File: src/rtl/prga_bitstream_programmer_if.sv
// Bitstream word stream (valid/ready) between a host-side source and the programmer.
interface prga_bitstream_programmer_if #(
  parameter int unsigned WORD_W = 32
);
  logic [WORD_W-1:0] bs_data;
  logic              bs_valid;
  logic              bs_ready;

  // Bitstream source side
  modport master (
    output bs_data,
    output bs_valid,
    input  bs_ready
  );

  // Programmer side
  modport slave (
    input  bs_data,
    input  bs_valid,
    output bs_ready
  );
endinterface

File: src/rtl/prga_bitstream_programmer.sv
// Serial configuration programmer for the PRGA fabric scan chain.
// Pulses fab_prog_rst, shifts bitstream words MSB-first on fab_prog_we/din, then
// raises fab_prog_done. Optional echo check of the chain tail is enabled by
// defining PRGA_PROG_ECHO_CHECK_EN.
module prga_bitstream_programmer #(
  parameter int unsigned WORD_W     = 32,
  parameter int unsigned CNT_W      = 24,
  parameter int unsigned RST_CYCLES = 4,
  parameter int unsigned ECHO_TMO   = 1024
) (
  input  logic                      prog_clk,
  input  logic                      prog_rst_n,
  input  logic                      start_i,
  input  logic [CNT_W-1:0]          total_bits_i,
  prga_bitstream_programmer_if.slave bs,
  output logic                      fab_prog_rst_o,
  output logic                      fab_prog_we_o,
  output logic                      fab_prog_din_o,
  output logic                      fab_prog_done_o,
  input  logic                      fab_prog_dout_i,
  input  logic                      fab_prog_we_o_i,
  output logic                      busy_o,
  output logic                      err_o,
  output logic [CNT_W-1:0]          shifted_cnt_o
);

  localparam int unsigned NbW    = $clog2(WORD_W + 1);
  localparam int unsigned CycMax = (RST_CYCLES > ECHO_TMO) ? RST_CYCLES : ECHO_TMO;
  localparam int unsigned CycW   = $clog2(CycMax + 1);

  typedef enum logic [2:0] {
    StIdle,
    StFrst,
    StLoad,
    StShift,
`ifdef PRGA_PROG_ECHO_CHECK_EN
    StDrain,
`endif
    StDone
  } state_e;

  state_e            state_q, state_d;
  logic [CNT_W-1:0]  rem_q, rem_d;
  logic [NbW-1:0]    nbits_q, nbits_d;
  logic [WORD_W-1:0] shreg_q, shreg_d;
  logic [CNT_W-1:0]  shifted_cnt_q, shifted_cnt_d;
  // Shared cycle counter: FRST hold time and DRAIN timeout
  logic [CycW-1:0]   cyc_q, cyc_d;
  logic              start_acc;

  assign start_acc = start_i && ((state_q == StIdle) || (state_q == StDone));

`ifdef PRGA_PROG_ECHO_CHECK_EN
  logic [CNT_W-1:0] total_q, echo_cnt_q, echo_cnt_d;
  logic             err_q, err_d;
  logic             dbg_dout_unused_q;

  // Count echoed write-enables from FRST exit until DONE
  always_comb begin
    echo_cnt_d = echo_cnt_q;
    if (start_acc) begin
      echo_cnt_d = '0;
    end else if (fab_prog_we_o_i &&
                 ((state_q == StLoad) || (state_q == StShift) || (state_q == StDrain))) begin
      echo_cnt_d = echo_cnt_q + CNT_W'(1);
    end
  end

  // Echo-check state: latched chain length, echo count, sticky error, debug sample
  always_ff @(posedge prog_clk or negedge prog_rst_n) begin
    if (!prog_rst_n) begin
      total_q           <= '0;
      echo_cnt_q        <= '0;
      err_q             <= 1'b0;
      dbg_dout_unused_q <= 1'b0;
    end else begin
      if (start_acc) total_q <= total_bits_i;
      echo_cnt_q        <= echo_cnt_d;
      err_q             <= err_d;
      dbg_dout_unused_q <= fab_prog_dout_i;
    end
  end

  assign err_o = err_q;
`else
  logic unused_tail;
  assign unused_tail = fab_prog_dout_i ^ fab_prog_we_o_i;
  assign err_o       = 1'b0;
`endif

  // Next-state and datapath updates
  always_comb begin
    state_d       = state_q;
    rem_d         = rem_q;
    nbits_d       = nbits_q;
    shreg_d       = shreg_q;
    shifted_cnt_d = shifted_cnt_q;
    cyc_d         = '0;
`ifdef PRGA_PROG_ECHO_CHECK_EN
    err_d         = err_q;
`endif
    unique case (state_q)
      StIdle, StDone: begin
        if (start_acc) begin
          rem_d         = total_bits_i;
          shifted_cnt_d = '0;
`ifdef PRGA_PROG_ECHO_CHECK_EN
          err_d         = 1'b0;
`endif
          state_d       = StFrst;
        end
      end
      StFrst: begin
        if (cyc_q == CycW'(RST_CYCLES - 1)) begin
          state_d = (rem_q == '0) ? StDone : StLoad;
        end else begin
          cyc_d = cyc_q + CycW'(1);
        end
      end
      StLoad: begin
        if (bs.bs_valid) begin
          shreg_d = bs.bs_data;
          nbits_d = (rem_q < CNT_W'(WORD_W)) ? NbW'(rem_q) : NbW'(WORD_W);
          state_d = StShift;
        end
      end
      StShift: begin
        shreg_d       = shreg_q << 1;
        rem_d         = rem_q - CNT_W'(1);
        nbits_d       = nbits_q - NbW'(1);
        shifted_cnt_d = shifted_cnt_q + CNT_W'(1);
        if (nbits_q == NbW'(1)) begin
`ifdef PRGA_PROG_ECHO_CHECK_EN
          state_d = (rem_q == CNT_W'(1)) ? StDrain : StLoad;
`else
          state_d = (rem_q == CNT_W'(1)) ? StDone : StLoad;
`endif
        end
      end
`ifdef PRGA_PROG_ECHO_CHECK_EN
      StDrain: begin
        if (echo_cnt_q == total_q) begin
          state_d = StDone;
        end else if (cyc_q == CycW'(ECHO_TMO - 1)) begin
          err_d   = 1'b1;
          state_d = StDone;
        end else begin
          cyc_d = cyc_q + CycW'(1);
        end
      end
`endif
      default: state_d = StIdle;
    endcase
  end

  // State and datapath registers
  always_ff @(posedge prog_clk or negedge prog_rst_n) begin
    if (!prog_rst_n) begin
      state_q       <= StIdle;
      rem_q         <= '0;
      nbits_q       <= '0;
      shreg_q       <= '0;
      shifted_cnt_q <= '0;
      cyc_q         <= '0;
    end else begin
      state_q       <= state_d;
      rem_q         <= rem_d;
      nbits_q       <= nbits_d;
      shreg_q       <= shreg_d;
      shifted_cnt_q <= shifted_cnt_d;
      cyc_q         <= cyc_d;
    end
  end

  // Outputs decode straight from registered state, so async reset clears them at once
  assign bs.bs_ready      = (state_q == StLoad);
  assign fab_prog_rst_o   = (state_q == StFrst);
  assign fab_prog_we_o    = (state_q == StShift);
  assign fab_prog_din_o   = (state_q == StShift) && shreg_q[WORD_W-1];
  assign fab_prog_done_o  = (state_q == StDone);
  assign busy_o           = (state_q != StIdle) && (state_q != StDone);
  assign shifted_cnt_o    = shifted_cnt_q;

endmodule
File: src/flat_wrapper.sv
// flat-port wrapper written by rule: the top's interface ports become plain ports
module prga_bitstream_programmer_flat 
#(
  parameter int unsigned WORD_W     = 32,
  parameter int unsigned CNT_W      = 24,
  parameter int unsigned RST_CYCLES = 4,
  parameter int unsigned ECHO_TMO   = 1024
)
  (prog_clk, prog_rst_n, start_i, total_bits_i, fab_prog_rst_o, fab_prog_we_o, fab_prog_din_o, fab_prog_done_o, fab_prog_dout_i, fab_prog_we_o_i, busy_o, err_o, shifted_cnt_o, bs_bs_data, bs_bs_valid, bs_bs_ready);
  prga_bitstream_programmer_if #(.WORD_W(WORD_W)) bs_i ();
  input  logic prog_clk;
  input  logic prog_rst_n;
  input  logic start_i;
  input  logic [CNT_W-1:0] total_bits_i;
  output logic fab_prog_rst_o;
  output logic fab_prog_we_o;
  output logic fab_prog_din_o;
  output logic fab_prog_done_o;
  input  logic fab_prog_dout_i;
  input  logic fab_prog_we_o_i;
  output logic busy_o;
  output logic err_o;
  output logic [CNT_W-1:0] shifted_cnt_o;
  input wire logic [$bits(bs_i.bs_data)-1:0] bs_bs_data;
  input wire logic [$bits(bs_i.bs_valid)-1:0] bs_bs_valid;
  output wire logic [$bits(bs_i.bs_ready)-1:0] bs_bs_ready;
  assign bs_i.bs_data = bs_bs_data;
  assign bs_i.bs_valid = bs_bs_valid;
  assign bs_bs_ready = bs_i.bs_ready;
  prga_bitstream_programmer #(.WORD_W(WORD_W), .CNT_W(CNT_W), .RST_CYCLES(RST_CYCLES), .ECHO_TMO(ECHO_TMO)) u_core (.prog_clk(prog_clk), .prog_rst_n(prog_rst_n), .start_i(start_i), .total_bits_i(total_bits_i), .bs(bs_i), .fab_prog_rst_o(fab_prog_rst_o), .fab_prog_we_o(fab_prog_we_o), .fab_prog_din_o(fab_prog_din_o), .fab_prog_done_o(fab_prog_done_o), .fab_prog_dout_i(fab_prog_dout_i), .fab_prog_we_o_i(fab_prog_we_o_i), .busy_o(busy_o), .err_o(err_o), .shifted_cnt_o(shifted_cnt_o));
endmodule
File: config.mk
export PLATFORM = sky130hd
export DESIGN_NAME = prga_bitstream_programmer_flat
export DESIGN_NICKNAME = d
export VERILOG_FILES = /design/src/rtl/prga_bitstream_programmer_if.sv /design/src/rtl/prga_bitstream_programmer.sv /design/src/flat_wrapper.sv
export SDC_FILE = /design/constraint.sdc
export NUM_CORES = 1
export LEC_CHECK = 0
export CAP_MARGIN = 0
export CORE_UTILIZATION = 25
export CTS_CLUSTER_SIZE = 40
export DETAILED_ROUTE_END_ITERATION = 10
export GPL_TIMING_DRIVEN = 0
export PLACE_DENSITY = 0.42
export SLEW_MARGIN = 25
export SYNTH_ARGS = -nofsm -noshare
export SYNTH_HDL_FRONTEND = slang
export SYNTH_SLANG_ARGS = --single-unit
File: constraint.sdc
create_clock -name prog_clk -period 1.9 [get_ports prog_clk]
set_input_delay 0.38 -clock prog_clk [delete_from_list [all_inputs] [get_ports prog_clk]]
set_output_delay 0.38 -clock prog_clk [all_outputs]
set_load 0.02 [all_outputs]
==> summary.txt <==
Run status
  – Status: finished, violations left
  – Failing checks: negative setup slack

Setup path
  – Slowest cell on crit path: nor4_2
  – Crit. End Element: flop
  – CP startpoint: u_core.rem_q[16]$_DFFE_PN0P_
  – Crit-path cells: nor4_2 > nand2_1 > o41a_1 > o21ai_1 > o311ai_2
  – Worst Path Buf+Inv: 0
  – R2R setup slack: -0.02 ns
  – CP required: 2.13 ns
  – Worst R2R Start: u_core.rem_q[16]$_DFFE_PN0P_
  – Worst-path fanout max: 4
  – Startpoint types: flop
  – Crit-path max cell delay: approximately 0.46 ns
  – Worst path top cell family by delay: simple AND/OR/NAND/NOR gates
  – Setup CP Type: flop to flop
  – Worst EP arrival: 2.15 ns

Final layout
  – Diode count: 0
  – Fin nets: 749
  – Fill cell count: 2,108
  – Commonest cells after routing, fill and taps aside: 90 x dfrtp_1, 80 x nand2_1, 78 x clkdlybuf4s50_1
  – Commonest non-fill, non-tap cell in the layout: dfrtp_1
  – Share of layout cells above drive strength 1: around a fifth
  – Design Area, Final: about 7300 sq um
  – Area Growth Syn to Fin: 41.5%
  – Sequential cell area: between 2000 and 3000 sq um
  – Area of the multi-input gates: around 2700 sq um

Floorplan
  – Die Wd: 146 um
  – Initial core utilization: 25.5%
  – Site Rows: between 50 and 60
  – Die H: about 150 um
  – Top Ports: 93
  – Die ar.: between 20,000 and 25,000 sq um
  – Core area: between 20,000 and 25,000 sq um

Global routing
  – Global-route wire length before repair: 24.9 mm
  – GRT Util Overall: 14.9%
  – Initial antenna violation count: 0
  – Pin count of the biggest net entering global routing: 52
  – GR Overflow Total: 0
  – Vias in the first global route: about 4,600

Drt
  – Antenna Violating Nets Remaining: 0
  – Final wirelength: ~15 mm
  – Wire per inst: around 16 um
  – Via count: around 4,600
  – Post-route DRC: 0
  – Vias per cell: roughly 4.8
  – TritonRoute pass-1 iters: 5
  – Drt initial violations: approximately 220

Power
  – Pleak: between 3 and 4 nW
  – Peak VDD IR: between 0.0005 and 0.0006 V
  – Pwr Density: 1370 nW/um^2

Clocking
  – Clk sink count: 100
  – CTS tree: done
  – CTS max path bufs: 2
  – Clock buffer count from CTS: 9
  – Clock root buffer: clkbuf_16
  – H-tree levels: 3
  – Clock-pin slew on the worst setup and hold paths: about 0.07 ns
  – Clock Latency Late Sink: about 0.36 ns

Synth
  – Post-synth top flop: dfrtp_1
  – Mapped Area: around 5200 sq um
  – Synth Net Count: 610
  – Synthesized flop and latch total: 100
  – Post-synth EDFFs: 0
  – Yosys warning count: 0
  – Asr flop ratio synth: 100%
  – Post-synth cell types: 62
  – Cells after Synth: 541
  – Register area share after synthesis: a little under 50%
  – Mapped Avg Cell Area: roughly 9.6 sq um

Placed design
  – DP Worst Slack: -0.846 ns
  – HPWL after detailed placement: about 11 mm
  – Placer Congestion: ~0.77
  – Dpl cell area: ~6400 sq um
  – Port Buffers: around 90

Timing
  – Min Tclk post-route: a little under 2 ns
  – Final hold violation count: 0
  – Slew HR: between 50 and 60%
  – Final Slew Violations: 0
  – Fmax: 521 MHz
  – Endpoints failing setup: 2
  – Setup WS post-layout: -0.0204 ns
  – Worst Skew: 0.0117 ns
  – Unrepaired setup endpoints after global routing: true
  – Crit share post-route: 101%
  – Worst slew pin tran: 0.637 ns

Flow run
  – Max Cap Violations: 0

Min path
  – Min-delay src: u_core.shreg_q[28]$_DFFE_PN0P_
  – Min-Delay Path Class: flop to flop
[synth_stat cells, drive strengths merged (2+ instances only)]
master	number	area [sq um]
nand4	9	68.8
nor2	33	126
or2	2	12.5
nor3	13	70.1
nand3	27	140
a22oi	4	30.0
a21oi	10	50.1
nor4	12	124
o311ai	2	32.5
nor2b	3	18.8
xor2	6	52.6
or3	6	37.5
and3	5	31.3
clkbuf	18	67.6
or3b	2	17.5
a31oi	3	18.8
o22ai	4	25.0
a211o	2	17.5
o21ai	63	315
ha	7	87.6
dfrtp	100	2500
a221o	8	80.1
xnor2	5	43.8
buf	11	51.3
o211ai	16	120
or4	4	37.5
and4	2	17.5
nand2	81	304
inv	13	48.8
and2	4	25.0
a311oi	2	17.5
o31ai	8	60.1
mux2i	36	360
nand4b	2	17.5
nand2b	2	12.5
[metrics by stage]
stage,std cells,hold WS [ns],utilization [%],total power [mW],setup TNS [ns]
after floorplan,541,0.0844,-,6.01,0
after global placement,900,0.458,31.6,7.29,-412.19
after CTS,939,0.479,34.9,9.79,-0.227
final,955,0.476,36.1,10.0,-0.0319
after detailed placement,901,0.382,31.7,7.38,-43.72
after global routing,955,0.508,36.1,10.8,-1.17
[logic make-up after synthesis]
group                    Yosys count  share of synthesized area (%)
AND/OR/NAND/NOR                  209                           20.9
AO/OA/AOI/OAI                    135                           17.0
multiplexers                      36                           6.96
flip-flops                       100                           48.3
buffers and inverters             42                           3.24
adder cells (fa/ha/maj)            7                           1.69
XOR/XNOR                          11                           1.86
other                              1                         0.0724
[area by class of cell]
cell class / instances / area share (%)
repair buffers: 131 / 16.8
multi-input cells: 399 / 37.2
clock inverters: 5 / 0.837
well taps: 270 / 4.61
inverters: 13 / 0.768
flip-flops and latches: 100 / 34.3
plain buffers: 26 / 2.15
clock buffers: 11 / 3.31
[worst paths after layout]
path / end / cells after the start
max in group asynchronous: u_core.shifted_cnt_o[0]$_DFFE_PN0P_ / 3
hold / removal: u_core.shreg_q[28]$_DFFE_PN0P_ / 2
min in group asynchronous: u_core.shifted_cnt_o[17]$_DFFE_PN0P_ / 2
setup reg to reg: u_core.rem_q[22]$_DFFE_PN0P_ / 5
hold reg to reg: u_core.shreg_q[28]$_DFFE_PN0P_ / 2
setup / recovery: u_core.rem_q[22]$_DFFE_PN0P_ / 5
[worst min-delay path, cell delays in order, from the launching register on]
cell and delay [ns]:
dfrtp_1 0.34, nand2_1 0.04, o21ai_0 0.06
[what timing repair did]
action                                  CTS  global route
resized for setup                        76            37
endpoints found under the setup margin   91            67
pin swaps                                12            14
hold buffers                              1             0
buffers inserted                         23            17
hold endpoints to repair                 14             0
[layer usage]
layer	part of all wire (%)	global-route usage [%]
met1	47	19.9
met4	1.3	4.37
met5	0	0
met2	48	24.1
met3	4.1	3.29
[registers in the layout, indices dropped and copies added (netlist names)]
name / count
u_core.nbits_q: 6
u_core.shreg_q: 32
u_core.shifted_cnt_o: 24
u_core.rem_q: 24
u_core.cyc_q: 11
u_core.state_q: 3
[where the power goes]
part           switching [mW]  internal [mW]
combinational            2.53           2.00
sequential              0.697           2.85
clock                   0.863           1.06
total                    4.09           5.91
Note: power is estimated with default switching activity, not from simulation.
